## src/rtl/spi_pkg.sv

```systemverilog
// Shared types and helpers for the SPI master: FSM states, mode indices, clog2.
package spi_pkg;

    typedef enum logic [1:0] {
        IDLE  = 2'd0,
        SETUP = 2'd1,
        XFER  = 2'd2,
        HOLD  = 2'd3
    } spi_state_t;

    // Mode index = {cpol, cpha}
    localparam logic [1:0] MODE0 = 2'b00;
    localparam logic [1:0] MODE1 = 2'b01;
    localparam logic [1:0] MODE2 = 2'b10;
    localparam logic [1:0] MODE3 = 2'b11;

    function automatic int unsigned spi_clog2(input int unsigned value);
        int unsigned result;
        result = 0;
        for (int unsigned i = 0; i < 32; i++) begin
            if ((64'd1 << i) < 64'(value)) result = i + 1;
        end
        return result;
    endfunction

endpackage

```

## src/rtl/spi_clk_gen.sv

```systemverilog
// SCLK half-period tick generator with sync clear; qualifies each tick as a
// leading or trailing edge from the current sclk level and the latched cpol.
module spi_clk_gen
    import spi_pkg::*;
#(
    parameter int unsigned CLK_DIV = 5
) (
    input  logic clk,
    input  logic rst_n,
    input  logic clear,
    input  logic cpol,
    input  logic sclk,
    output logic tick_c,
    output logic lead_c,
    output logic trail_c
);

    localparam int unsigned CNT_W = (CLK_DIV > 1) ? spi_clog2(CLK_DIV) : 1;

    logic [CNT_W-1:0] cnt;

    assign tick_c  = (cnt == CNT_W'(CLK_DIV - 1));
    assign lead_c  = tick_c && (sclk == cpol);
    assign trail_c = tick_c && (sclk != cpol);

    always_ff @(posedge clk) begin
        if (!rst_n || clear) begin
            cnt <= '0;
        end else if (tick_c) begin
            cnt <= '0;
        end else begin
            cnt <= cnt + CNT_W'(1);
        end
    end

endmodule

```

## src/rtl/spi_master.sv

```systemverilog
// Parametrised SPI master: all CPOL/CPHA modes, MSB/LSB-first, full duplex,
// multiple chip selects. Define SPI_LOOPBACK_EN to feed mosi back into the receiver.
module spi_master
    import spi_pkg::*;
#(
    parameter  int unsigned DATA_W  = 12,
    parameter  int unsigned CLK_DIV = 5,
    parameter  int unsigned NUM_CS  = 1,
    localparam int unsigned CS_W    = (NUM_CS > 1) ? spi_clog2(NUM_CS) : 1
) (
    input  logic              clk,
    input  logic              rst_n,
    input  logic              start,
    input  logic              cpol,
    input  logic              cpha,
    input  logic              lsb_first,
    input  logic [CS_W-1:0]   cs_sel,
    input  logic [DATA_W-1:0] din,
    input  logic              miso,
    output logic              busy,
    output logic              done,
    output logic [DATA_W-1:0] dout,
    output logic              sclk,
    output logic              mosi,
    output logic [NUM_CS-1:0] cs_n
);

    localparam int unsigned EDGES  = 2 * DATA_W;
    localparam int unsigned EDGE_W = spi_clog2(EDGES + 1);

    spi_state_t        state;
    logic              cpol_q, cpha_q, lsb_q;
    logic [DATA_W-1:0] tx_sh, rx_sh;
    logic [EDGE_W-1:0] ecnt;

    logic tick_c, lead_c, trail_c;
    logic edge_c, sample_c, shift_c, rx_bit_c, tx_bit_c;

    spi_clk_gen #(.CLK_DIV(CLK_DIV)) u_clk_gen (
        .clk     (clk),
        .rst_n   (rst_n),
        .clear   (state == IDLE),
        .cpol    (cpol_q),
        .sclk    (sclk),
        .tick_c  (tick_c),
        .lead_c  (lead_c),
        .trail_c (trail_c)
    );

`ifdef SPI_LOOPBACK_EN
    assign rx_bit_c = mosi;
`else
    assign rx_bit_c = miso;
`endif

    // The tick ending SETUP is the first SCLK edge; XFER stops toggling after the last edge.
    assign edge_c   = tick_c && ((state == SETUP) ||
                                 ((state == XFER) && (ecnt != EDGE_W'(EDGES))));
    assign sample_c = edge_c && (cpha_q ? trail_c : lead_c);
    assign shift_c  = edge_c && (cpha_q ? lead_c
                                        : (trail_c && (ecnt != EDGE_W'(EDGES - 1))));
    assign tx_bit_c = lsb_q ? tx_sh[0] : tx_sh[DATA_W-1];

    always_ff @(posedge clk) begin
        if (!rst_n) begin
            state  <= IDLE;
            busy   <= 1'b0;
            done   <= 1'b0;
            dout   <= '0;
            sclk   <= 1'b0;
            mosi   <= 1'b0;
            cs_n   <= '1;
            cpol_q <= 1'b0;
            cpha_q <= 1'b0;
            lsb_q  <= 1'b0;
            tx_sh  <= '0;
            rx_sh  <= '0;
            ecnt   <= '0;
        end else begin
            done <= 1'b0;
            unique case (state)
                IDLE: begin
                    sclk <= cpol;
                    if (start) begin
                        state  <= SETUP;
                        busy   <= 1'b1;
                        cpol_q <= cpol;
                        cpha_q <= cpha;
                        lsb_q  <= lsb_first;
                        // Out-of-range selects shift the low bit away, leaving all high.
                        cs_n   <= ~(NUM_CS'(1) << cs_sel);
                        ecnt   <= '0;
                        rx_sh  <= '0;
                        if (cpha) begin
                            tx_sh <= din;
                        end else begin
                            mosi  <= lsb_first ? din[0] : din[DATA_W-1];
                            tx_sh <= lsb_first ? (din >> 1) : (din << 1);
                        end
                    end
                end
                SETUP: if (tick_c) state <= XFER;
                XFER:  if (tick_c && (ecnt == EDGE_W'(EDGES))) state <= HOLD;
                HOLD: begin
                    if (tick_c) begin
                        state <= IDLE;
                        busy  <= 1'b0;
                        done  <= 1'b1;
                        dout  <= rx_sh;
                        cs_n  <= '1;
                    end
                end
            endcase

            if (edge_c) begin
                sclk <= ~sclk;
                ecnt <= ecnt + EDGE_W'(1);
            end
            if (sample_c) begin
                rx_sh <= lsb_q ? {rx_bit_c, rx_sh[DATA_W-1:1]}
                               : {rx_sh[DATA_W-2:0], rx_bit_c};
            end
            if (shift_c) begin
                mosi  <= tx_bit_c;
                tx_sh <= lsb_q ? (tx_sh >> 1) : (tx_sh << 1);
            end
        end
    end

endmodule
```

## config.mk

```make
export PLATFORM = sky130hd
export DESIGN_NAME = spi_master
export DESIGN_NICKNAME = d
export VERILOG_FILES = /design/src/rtl/spi_pkg.sv /design/src/rtl/spi_clk_gen.sv /design/src/rtl/spi_master.sv
export SDC_FILE = /design/constraint.sdc
export NUM_CORES = 1
export LEC_CHECK = 0
export BUFFER_PORTS_ARGS = -buffer_cell sky130_fd_sc_hd__buf_4
export CAP_MARGIN = 20
export CORE_ASPECT_RATIO = 0.75
export CORE_MARGIN = 2
export CORE_UTILIZATION = 60
export CTS_BUF_LIST = sky130_fd_sc_hd__clkbuf_2 sky130_fd_sc_hd__clkbuf_4 sky130_fd_sc_hd__clkbuf_8
export CTS_CLUSTER_DIAMETER = 60
export DETAILED_ROUTE_END_ITERATION = 10
export PLACE_DENSITY = 0.82
export REMOVE_ABC_BUFFERS = 1
export SYNTH_ARGS = -nofsm -noshare
export SYNTH_HDL_FRONTEND = slang
export SYNTH_SLANG_ARGS = --single-unit
```

## constraint.sdc

```tcl
create_clock -name clk -period 2.35 [get_ports clk]
set_input_delay 0.3525 -clock clk [delete_from_list [all_inputs] [get_ports clk]]
set_output_delay 0.3525 -clock clk [all_outputs]
set_load 0.01 [all_outputs]
```

# Yosys cells after proc, flatten, opt, wreduce, memory -nomap -nowiden
# Index checks and enable logic that the tools add are counted.
[totals]
wordCells = 97
ff_bits = 54
inputBits = 20
[op_classes]
bitwise_logic = 2
n_reduce_logical = 29
n_shift = 1
n_mux = 35
add_sub_neg = 2
n_eq_ne = 14
[ops]
columns = ["op", "n"]
rows = [
  ["$mux 12", 10],
  ["$mux 1", 15],
  ["$mux 5", 3],
  ["$reduce_bool 2->1", 7],
  ["$reduce_and 2->1", 6],
  ["$ne 5x5->1 const B", 2],
  ["$logic_and 1x1->1", 8],
  ["$mux 2", 4],
  ["$pmux 2 s4", 1],
  ["$ne 2x2->1 const B", 3],
  ["$reduce_and 3->1", 2],
  ["$add 5x1->5 const B", 1],
  ["$eq 5x5->1 const B", 1],
  ["$eq 2x2->1 const B", 2],
  ["$ne 2x1->1 const B", 2],
  ["$pmux 1 s2", 2],
  ["$reduce_and 4->1", 1],
  ["$add 3x1->3 const B", 1],
  ["$eq 3x3->1 const B", 1],
  ["$eq 2x1->1 const B", 1],
  ["$logic_not 2->1", 1],
  ["$logic_or 1x1->1", 2],
  ["$not 1->1", 2],
  ["$reduce_or 2->1", 1],
  ["other kinds (4)", 4],
]

# Logic depth before layout (Yosys ltp)
# Gate-level depths: netlist of run 1.
[logic_depth]
ltp_word = 7
depth_mapped = 9
ltp_nobuf = 6

# By module
# Synthesis of run 1 repeated with hierarchy kept, for this count alone.
[unflattened]
cells_unflattened = 378
area_unflattened_um2 = 3078.0
[by_module_without_submodules]
columns = ["module", "seq_area_each_um2", "instances", "cells_each", "area_each_um2"]
rows = [
  ["spi_master", 1021.0, 1, 360, 2911.5],
  ["spi_clk_gen", 60.1, 1, 18, 166.4],
]

# Worst setup path after synthesis of run 1
# Ideal clock, no wire load.
[synth_timing]
path_kind = "register to register"
startpoint = "register state[0]"
endpoint = "register tx_sh[10]"
setup_time_ns = 0.129
arrival_ns = 1.641
setup_slack_ns = 0.580
synth_period_minus_slack_ns = 1.770
stages_incl_launch_ff = 9
n_path_buf = 3
cell_sequence = "dfxtp_1 > inv_1 > ha_1 > buf_2 > and2_1 > buf_2 > buf_1 > mux2i_1 > a21oi_1"
[synth_via]
elab_chain_cells = 7
word_cells_on_any_way = 11
classes_between = "eq/ne (2); mux (1); reduce/logical (8)"
[synth_rtl]
columns = ["element", "line_no", "text"]
rows = [
  ["start, declared", "spi_master.sv:31", "spi_state_t state;"],
  ["start signal, assigned", "spi_master.sv:66", "state <= IDLE;"],
  ["start signal, assigned", "spi_master.sv:85", "state <= SETUP;"],
  ["start signal, assigned", "spi_master.sv:102", "SETUP: if (tick_c) state <= XFER;"],
  ["$eq 2x2->1", "spi_master.sv:58", "((state == XFER) && (ecnt != EDGE_W'(EDGES))));"],
  ["$logic_and 1x1->1", "spi_master.sv:58", ""],
  ["$logic_or 1x1->1", "spi_master.sv:57", "assign edge_c = tick_c && ((state == SETUP) ||"],
  ["$logic_and 1x1->1", "spi_master.sv:57", ""],
  ["$logic_and 1x1->1", "spi_master.sv:60", "assign shift_c = edge_c && (cpha_q ? lead_c"],
  ["$reduce_bool 2->1 (no source line)", "-", ""],
  ["$reduce_and 2->1 (no source line)", "-", ""],
  ["end signal, assigned", "spi_master.sv:95", "tx_sh <= din;"],
  ["end signal, assigned", "spi_master.sv:98", "tx_sh <= lsb_first ? (din >> 1) : (din << 1);"],
  ["end signal, assigned", "spi_master.sv:125", "tx_sh <= lsb_q ? (tx_sh >> 1) : (tx_sh << 1);"],
  ["end, declared", "spi_master.sv:33", "logic [DATA_W-1:0] tx_sh, rx_sh;"],
]
# Parallel ways exist; a longest one is shown, timed or not.
# A chain may end at the register's enable or synchronous reset.

# Final worst setup path of run 1
[layout_timing]
startpoint = "register u_clk_gen.cnt[0]"
endpoint = "register tx_sh[11]"
[layout_via]
elab_chain_cells = 7
word_cells_on_any_way = 11
classes_between = "eq/ne (1); mux (2); reduce/logical (8)"
[layout_rtl]
columns = ["element", "line_no", "text"]
rows = [
  ["start, declared", "spi_clk_gen.sv:20", "logic [CNT_W-1:0] cnt;"],
  ["start signal, assigned", "spi_clk_gen.sv:32", "cnt <= cnt + CNT_W'(1);"],
  ["$eq 3x3->1 (*)", "spi_clk_gen.sv:22", "assign tick_c = (cnt == CNT_W'(CLK_DIV - 1));"],
  ["$logic_and 1x1->1", "spi_clk_gen.sv:24", "assign trail_c = tick_c && (sclk != cpol);"],
  ["$logic_and 1x1->1", "spi_master.sv:61", ": (trail_c && (ecnt != EDGE_W'(EDGES - 1))));"],
  ["$mux 1", "spi_master.sv:60", ""],
  ["$logic_and 1x1->1 (*)", "spi_master.sv:60", ""],
  ["$reduce_bool 2->1 (no source line)", "-", ""],
  ["$reduce_and 2->1 (no source line)", "-", ""],
]
# Mark *: on every way between the ends. The rest lies on a longest branch, timed or not.

==> flow_metrics.tcl, run 1 <==
set metrics [dict create \
    ant_nets 0 \
    critPathLaunchType "register" \
    max-vdd-ir-drop_uv 602 \
    slew_violations 0 \
    min_to "cpol_q" \
    synth_area_leaders "dfxtp_1 (37%), mux2_2 (9.1%), mux2i_1 (8.5%)" \
    synth-async-reset-ratio_pct 0 \
    skew_ps 2.49 \
    grt_antenna_before_repair 0 \
    grt_pass1_vias 2327 \
    grt_overflow 0 \
    ys_ff_latch 54 \
    drc_errors 0 \
    top_layer "met4" \
    p_leak_nw 1.28 \
    synth.top_cell.area_share_pct 36.6 \
    cp_slowest_cell "or3_1" \
    synth.avg_cell_area_um2 8.64 \
    synth_cells 342 \
    r2r-start "u_clk_gen.cnt[0]" \
    grt_max_degree 38 \
    wl_per_cell_um 15.3 \
    grt_pass1_wl_um 10800 \
    cts_tree "yes" \
    wl_met3_um 326 \
    clockBufferDepth 2 \
    area_delta_synth_final_pct 11.9 \
    initial_utilization_pct 61.3 \
    m1WireLength_um 3230 \
    syn_area_um2 2950 \
    max_stage_delay_ps 650 \
    layout-drive-gt1-share_pct 22.1 \
    layout.nets 390 \
    holdWs_ps 338 \
    cts_sinks 54 \
    status "complete, no violations" \
    synth_ff_type "dfxtp_1" \
    antenna_cells 0 \
    min_period_ps 2080 \
    pwr_density_cell_nw_per_um2 730 \
    dp_hpwl_um 4430 \
    cts_buffers 5 \
    hold_path.startpoint "cpol" \
    regArea_um2 1080 \
    worstPathRequired_ps 2520 \
    viasPerCell 6.00 \
    yosys.area.top_type "dfxtp_1" \
    ios 37 \
    crit_family "simple AND/OR/NAND/NOR gates" \
    seq_area_frac_synth_pct 36.6 \
    r2r-end "tx_sh[11]" \
    htree_num_levels 2 \
    r2r_slack_ps 270 \
    synth_cell_types 43 \
    gp_congestion 0.812 \
    routed_wl_um 6440 \
    worstPathCellList "inv_1, ha_1, and2_1, a31oi_4, or3_1, mux2i_1" \
    die_w_um 85.0 \
    tns_ps 0 \
    slew-limit-headroom_pct 58.3 \
    setup_viol 0 \
    rsz0062_at_grt "no" \
    dr.pass1.iters 5 \
    cts_resized 0 \
    ctsRootBufferMaster "clkbuf_8" \
    worst_r2r_path_depth 6 \
    worst_pin_slew_ps 625 \
    die-height_um 64.8 \
    hold_violations 0 \
    multi_input_area_um2 1690 \
    instances_no_fill 422 \
    drt_iter0_drc 184 \
    wl_met2_um 2870 \
    final.period_utilization_pct 88.4 \
    track_usage_pct 24.0 \
    clock_latency_ps 300 \
    yosys_warnings 0 \
    synth_edf_count 0 \
    critPathBufInv 1 \
    dp.cells 415 \
    fmax_ghz 0.481 \
    nFillCells 383 \
    core-area_um2 4820 \
    cap_violations 0 \
    crit_arrival_ps 2250 \
    hp-class "in2reg" \
    die_area_um2 5510 \
    hold_depth 3 \
    clkTransAtPathRegs_ps 90 \
    critPathMaxFanout 13 \
    vias 2530 \
    post_cts_buffers 0 \
    num_rows 22 \
    io_buffers 36 \
    crit_type "reg2reg" \
    crit_path_end_kind "register" \
    holdBufCountCts 0 \
]
how the worst max path moves through the flow:
stage | startpoint | to | depth (start not counted)
final | u_clk_gen.cnt[0] | tx_sh[11] | 6
after global routing | u_clk_gen.cnt[0] | tx_sh[11] | 6
after CTS | u_clk_gen.cnt[0] | tx_sh[11] | 6
after detailed placement | u_clk_gen.cnt[0] | tx_sh[11] | 6
after global placement | u_clk_gen.cnt[0] | tx_sh[0] | 6
after floorplan | sclk | mosi | 4
state kept, by name (all words and copies together), names as in the netlist:
signal and flops:
dout 12, rx_sh 12, tx_sh 12, ecnt 5, u_clk_gen.cnt 3, state 2
busy 1, cpha_q 1, cpol_q 1, cs_n 1, done 1, lsb_q 1
mosi 1, sclk 1
metrics by stage:
step	utilization (%)	instance area (um^2)	setup slack, ps	power [mW]
2_1_floorplan	-	2800	156	1.61
3_5_place_dp	67.0	3230	302	1.92
3_3_place_gp	67.0	3230	401	1.90
4_1_cts	68.6	3300	280	2.41
5_1_grt	68.6	3300	125	2.55
6_report	68.6	3300	272	2.41
synth_stat cells, drive strengths merged (2+ instances only):
| master | instances |
|---|---|
| dfxtp | 54 |
| nand2 | 48 |
| a21oi | 43 |
| mux2i | 25 |
| mux2 | 24 |
| nand3 | 20 |
| buf | 16 |
| clkbuf | 16 |
| o211ai | 15 |
| o21ai | 14 |
| o41ai | 10 |
| ha | 8 |
| inv | 7 |
| nor2 | 5 |
| a31oi | 3 |
| and3 | 3 |
| nor3 | 3 |
| or3 | 3 |
| and2 | 2 |
| nand4b | 2 |
| o21a | 2 |
| o22a | 2 |
| xnor2 | 2 |
final cells by class:
type / count / area share [%]
Clock buffer: 5 / 2.08
Clock inverter: 2 / 0.303
Inverter: 7 / 0.795
Multi-Input combinational cell: 249 / 51.2
Sequential cell: 54 / 32.7
Tap cell: 60 / 2.27
Timing Repair Buffer: 45 / 10.6
placed cells by master, fill, tap and decap left out, types with 2 or more instances in the layout:
master    synthesis  final
dfxtp_1          54     54
nand2_1          48     48
buf_4             2     44
a21oi_1          43     43
mux2i_1          25     25
mux2_2           24     24
nand3_1          20     20
o211ai_1         15     15
o21ai_0          14     14
o41ai_1          10     10
ha_1              8      8
inv_1             6      6
nor2_1            5      5
clkbuf_8          0      5
and3_1            3      3
or3_1             3      3
nor3_1            3      3
and2_1            2      2
nand4b_1          2      2
xnor2_1           2      2
a31oi_1           2      2
o21a_1            2      2
o22a_1            2      2
clkinv_2          0      2
kinds of logic (layout without fill, tap and decap cells):
family          count (synthesis)  count (layout)  share of synthesized area, %
buf+inv                        39              59                          6.10
mux                            49              49                          17.6
fa+ha+maj                       8               8                          3.39
xor+xnor                        3               3                         0.890
flops                          54              54                          36.6
compound gates                 97              97                          21.0
simple gates                   92              92                          14.4
layer usage:
| layer | vias to the layer above | global-route usage (%) |
|---|---|---|
| met2 | 62 | 37.4 |
| met4 | 0 | 5.36 |
| li1 | 1276 | - |
| met3 | 2 | 4.20 |
| met5 | - | 0 |
| met1 | 1190 | 34.9 |
power breakdown:
part           switching (mW)  total, mW  internal [mW]
clock network           0.288      0.489          0.201
registers              0.0672       1.06          0.998
logic                   0.486      0.859          0.373
worst reg2reg max path: cells and delay by family (launching register included):
| family | cells | cell delay (ps) |
|---|---|---|
| AND/OR/NAND/NOR | 2 | 960 |
| flip-flops | 1 | 340 |
| adder cells (fa/ha/maj) | 1 | 230 |
| multiplexers | 1 | 210 |
| AO/OA/AOI/OAI | 1 | 160 |
| buffers and inverters | 1 | 60 |
(Power assumes the default switching activity.)
==> run 2: changes to the inputs <==
SYNTH_HIERARCHICAL = 1   (was default)
==> flow_metrics.tcl, run 2 <==
set metrics [dict create \
    status "complete, no violations" \
    hold_path.startpoint "cpol" \
    wl_met2_um 3080 \
    critPathLaunchType "register" \
    grt_pass1_wl_um 11800 \
    min_to "cpol_q" \
    clkTransAtPathRegs_ps 90 \
    reg.largest.list "dout: 12 flops, rx_sh: 12 flops, tx_sh: 12 flops" \
    layout.nets 424 \
    r2r-end "tx_sh[2]" \
    r2r_slack_ps 400 \
    synth_commonest_cells "nand2_1 (60), dfxtp_1 (54), o21ai_0 (43)" \
    worst_pin_slew_ps 740 \
    max-vdd-ir-drop_uv 365 \
    crit_type "reg2reg" \
    holdBufCountCts 0 \
    synth_edf_count 0 \
    drc_errors 0 \
    seq_area_frac_synth_pct 35.1 \
    min_period_ps 1950 \
    m1WireLength_um 3290 \
    wl_per_cell_um 15.0 \
    crit_arrival_ps 2180 \
    routed_wl_um 6860 \
    hold_violations 0 \
    dr.pass1.iters 4 \
    htree_num_levels 2 \
    grt_pass1_vias 2601 \
    hp-class "in2reg" \
    synth.avg_cell_area_um2 8.14 \
    initial_utilization_pct 62.5 \
    drt_iter0_drc 224 \
    ios 37 \
    slew-limit-headroom_pct 50.7 \
    rsz0062_at_grt "no" \
    clockBufferDepth 2 \
    grt_antenna_before_repair 0 \
    ctsRootBufferMaster "clkbuf_8" \
    track_usage_pct 25.9 \
    viasPerCell 6.03 \
    hold_depth 3 \
    skew_ps 4.61 \
    yosysMostFrequentCell "nand2_1" \
    ant_nets 0 \
    ys_ff_latch 54 \
    cap_violations 0 \
    io_buffers 36 \
    antenna_cells 0 \
    cts_resized 0 \
    r2r-start "u_clk_gen/cnt[0]" \
    post_cts_buffers 0 \
    num_rows 22 \
    syn_area_um2 3080 \
    pwr_density_cell_nw_per_um2 727 \
    setup_viol 0 \
    power_mw 2.50 \
    dp_hpwl_um 4510 \
    p_leak_nw 1.28 \
    yosys_warnings 6 \
    critPathMaxFanout 12 \
    synth_ff_type "dfxtp_1" \
    worstPathRequired_ps 2580 \
    slew_violations 0 \
    cts_sinks 54 \
    final_cell_mix "nand2_1 (60), dfxtp_1 (54), o21ai_0 (43), buf_4 (43), nand4_1 (27)" \
    die-height_um 66.0 \
    synth-async-reset-ratio_pct 0 \
    layout_commonest_cell "nand2_1" \
    grt_overflow 0 \
    grt_max_degree 85 \
    synth.top_cell.area_share_pct 35.1 \
    top_layer "met4" \
    cts_buffers 5 \
    layout-drive-gt1-share_pct 18.4 \
    synth_area_leaders "dfxtp_1 (35%), mux2i_1 (7.5%), nand2_1 (7.3%)" \
    tns_ps 0 \
    synth_cell_types 44 \
    worst_r2r_path_depth 8 \
    core-area_um2 4930 \
    synth_cells 378 \
    area_delta_synth_final_pct 11.6 \
    yosys.area.top_type "dfxtp_1" \
    final.period_utilization_pct 83.0 \
    clock_latency_ps 300 \
    cts_tree "yes" \
    vias 2751 \
    gp_congestion 0.825 \
    wl_met3_um 391 \
    fmax_ghz 0.513 \
    die_w_um 86.7 \
    crit_path_end_kind "register" \
    die_area_um2 5720 \
]
[run 2: stage by stage]
| step | hold slack [ps] | cell area [um^2] | worst slack [ps] | std cells | util, % |
|---|---|---|---|---|---|
| after floorplan | 427 | 2930 | 234 | 346 | - |
| after global placement | 438 | 3320 | 537 | 449 | 67.4 |
| after detailed placement | 451 | 3320 | 417 | 449 | 67.4 |
| after CTS | 319 | 3440 | 407 | 456 | 69.7 |
| after global routing | 366 | 3440 | 255 | 456 | 69.7 |
| final | 324 | 3440 | 399 | 456 | 69.7 |
[run 2: final cells by class]
cell class / count / area, um^2
flip-flops and latches: 54 / 1080
fillers: 399 / 1490
multi-input cells: 273 / 1770
inverters: 19 / 71.3
repair buffers: 43 / 323
well taps: 60 / 75.1
clock inverters: 1 / 30.0
clock buffers: 6 / 82.6
[run 2: how the worst max path moves through the flow]
| stage | cells past startpoint | slack, ps | endpoint | startpoint |
|---|---|---|---|---|
| after floorplan | 8 | 230 | rx_sh[0] | u_clk_gen/cnt[0] |
| final | 8 | 400 | tx_sh[2] | u_clk_gen/cnt[0] |
| after detailed placement | 8 | 420 | tx_sh[1] | u_clk_gen/cnt[0] |
| after CTS | 8 | 410 | tx_sh[2] | u_clk_gen/cnt[0] |
| after global routing | 7 | 260 | rx_sh[10] | u_clk_gen/cnt[0] |
| after global placement | 8 | 540 | tx_sh[1] | u_clk_gen/cnt[0] |
[run 2: layer usage]
metal | vias up | global-route usage, %
met1 | 1281 | 34.8
met3 | 10 | 5.99
li1 | 1360 | -
met4 | 0 | 8.20
met5 | - | 0
met2 | 100 | 41.3
[run 2: kinds of logic after synthesis]
kind of cell | count (synthesis) | synth area share [%]
muxes | 38 | 13.0
buffers and inverters | 51 | 7.28
and+or+nand+nor | 146 | 23.8
AOI/OAI and AO/OA | 80 | 17.3
DFF | 54 | 35.1
adders and majority gates | 8 | 3.25
xor gates and xnor gates | 1 | 0.285
[run 2: report_power, final]
group	internal, mW	switching, mW
clock network	0.341	0.289
registers	1.01	0.0684
logic	0.323	0.468
[run 2: worst max-delay path, stage by stage, from the launching register on]
cell,delay (ps)
dfxtp_1,330
inv_1,60
ha_1,150
nand2_1,110
inv_1,190
nand2_1,120
o21a_4,270
nor2_4,400
mux2i_1,250
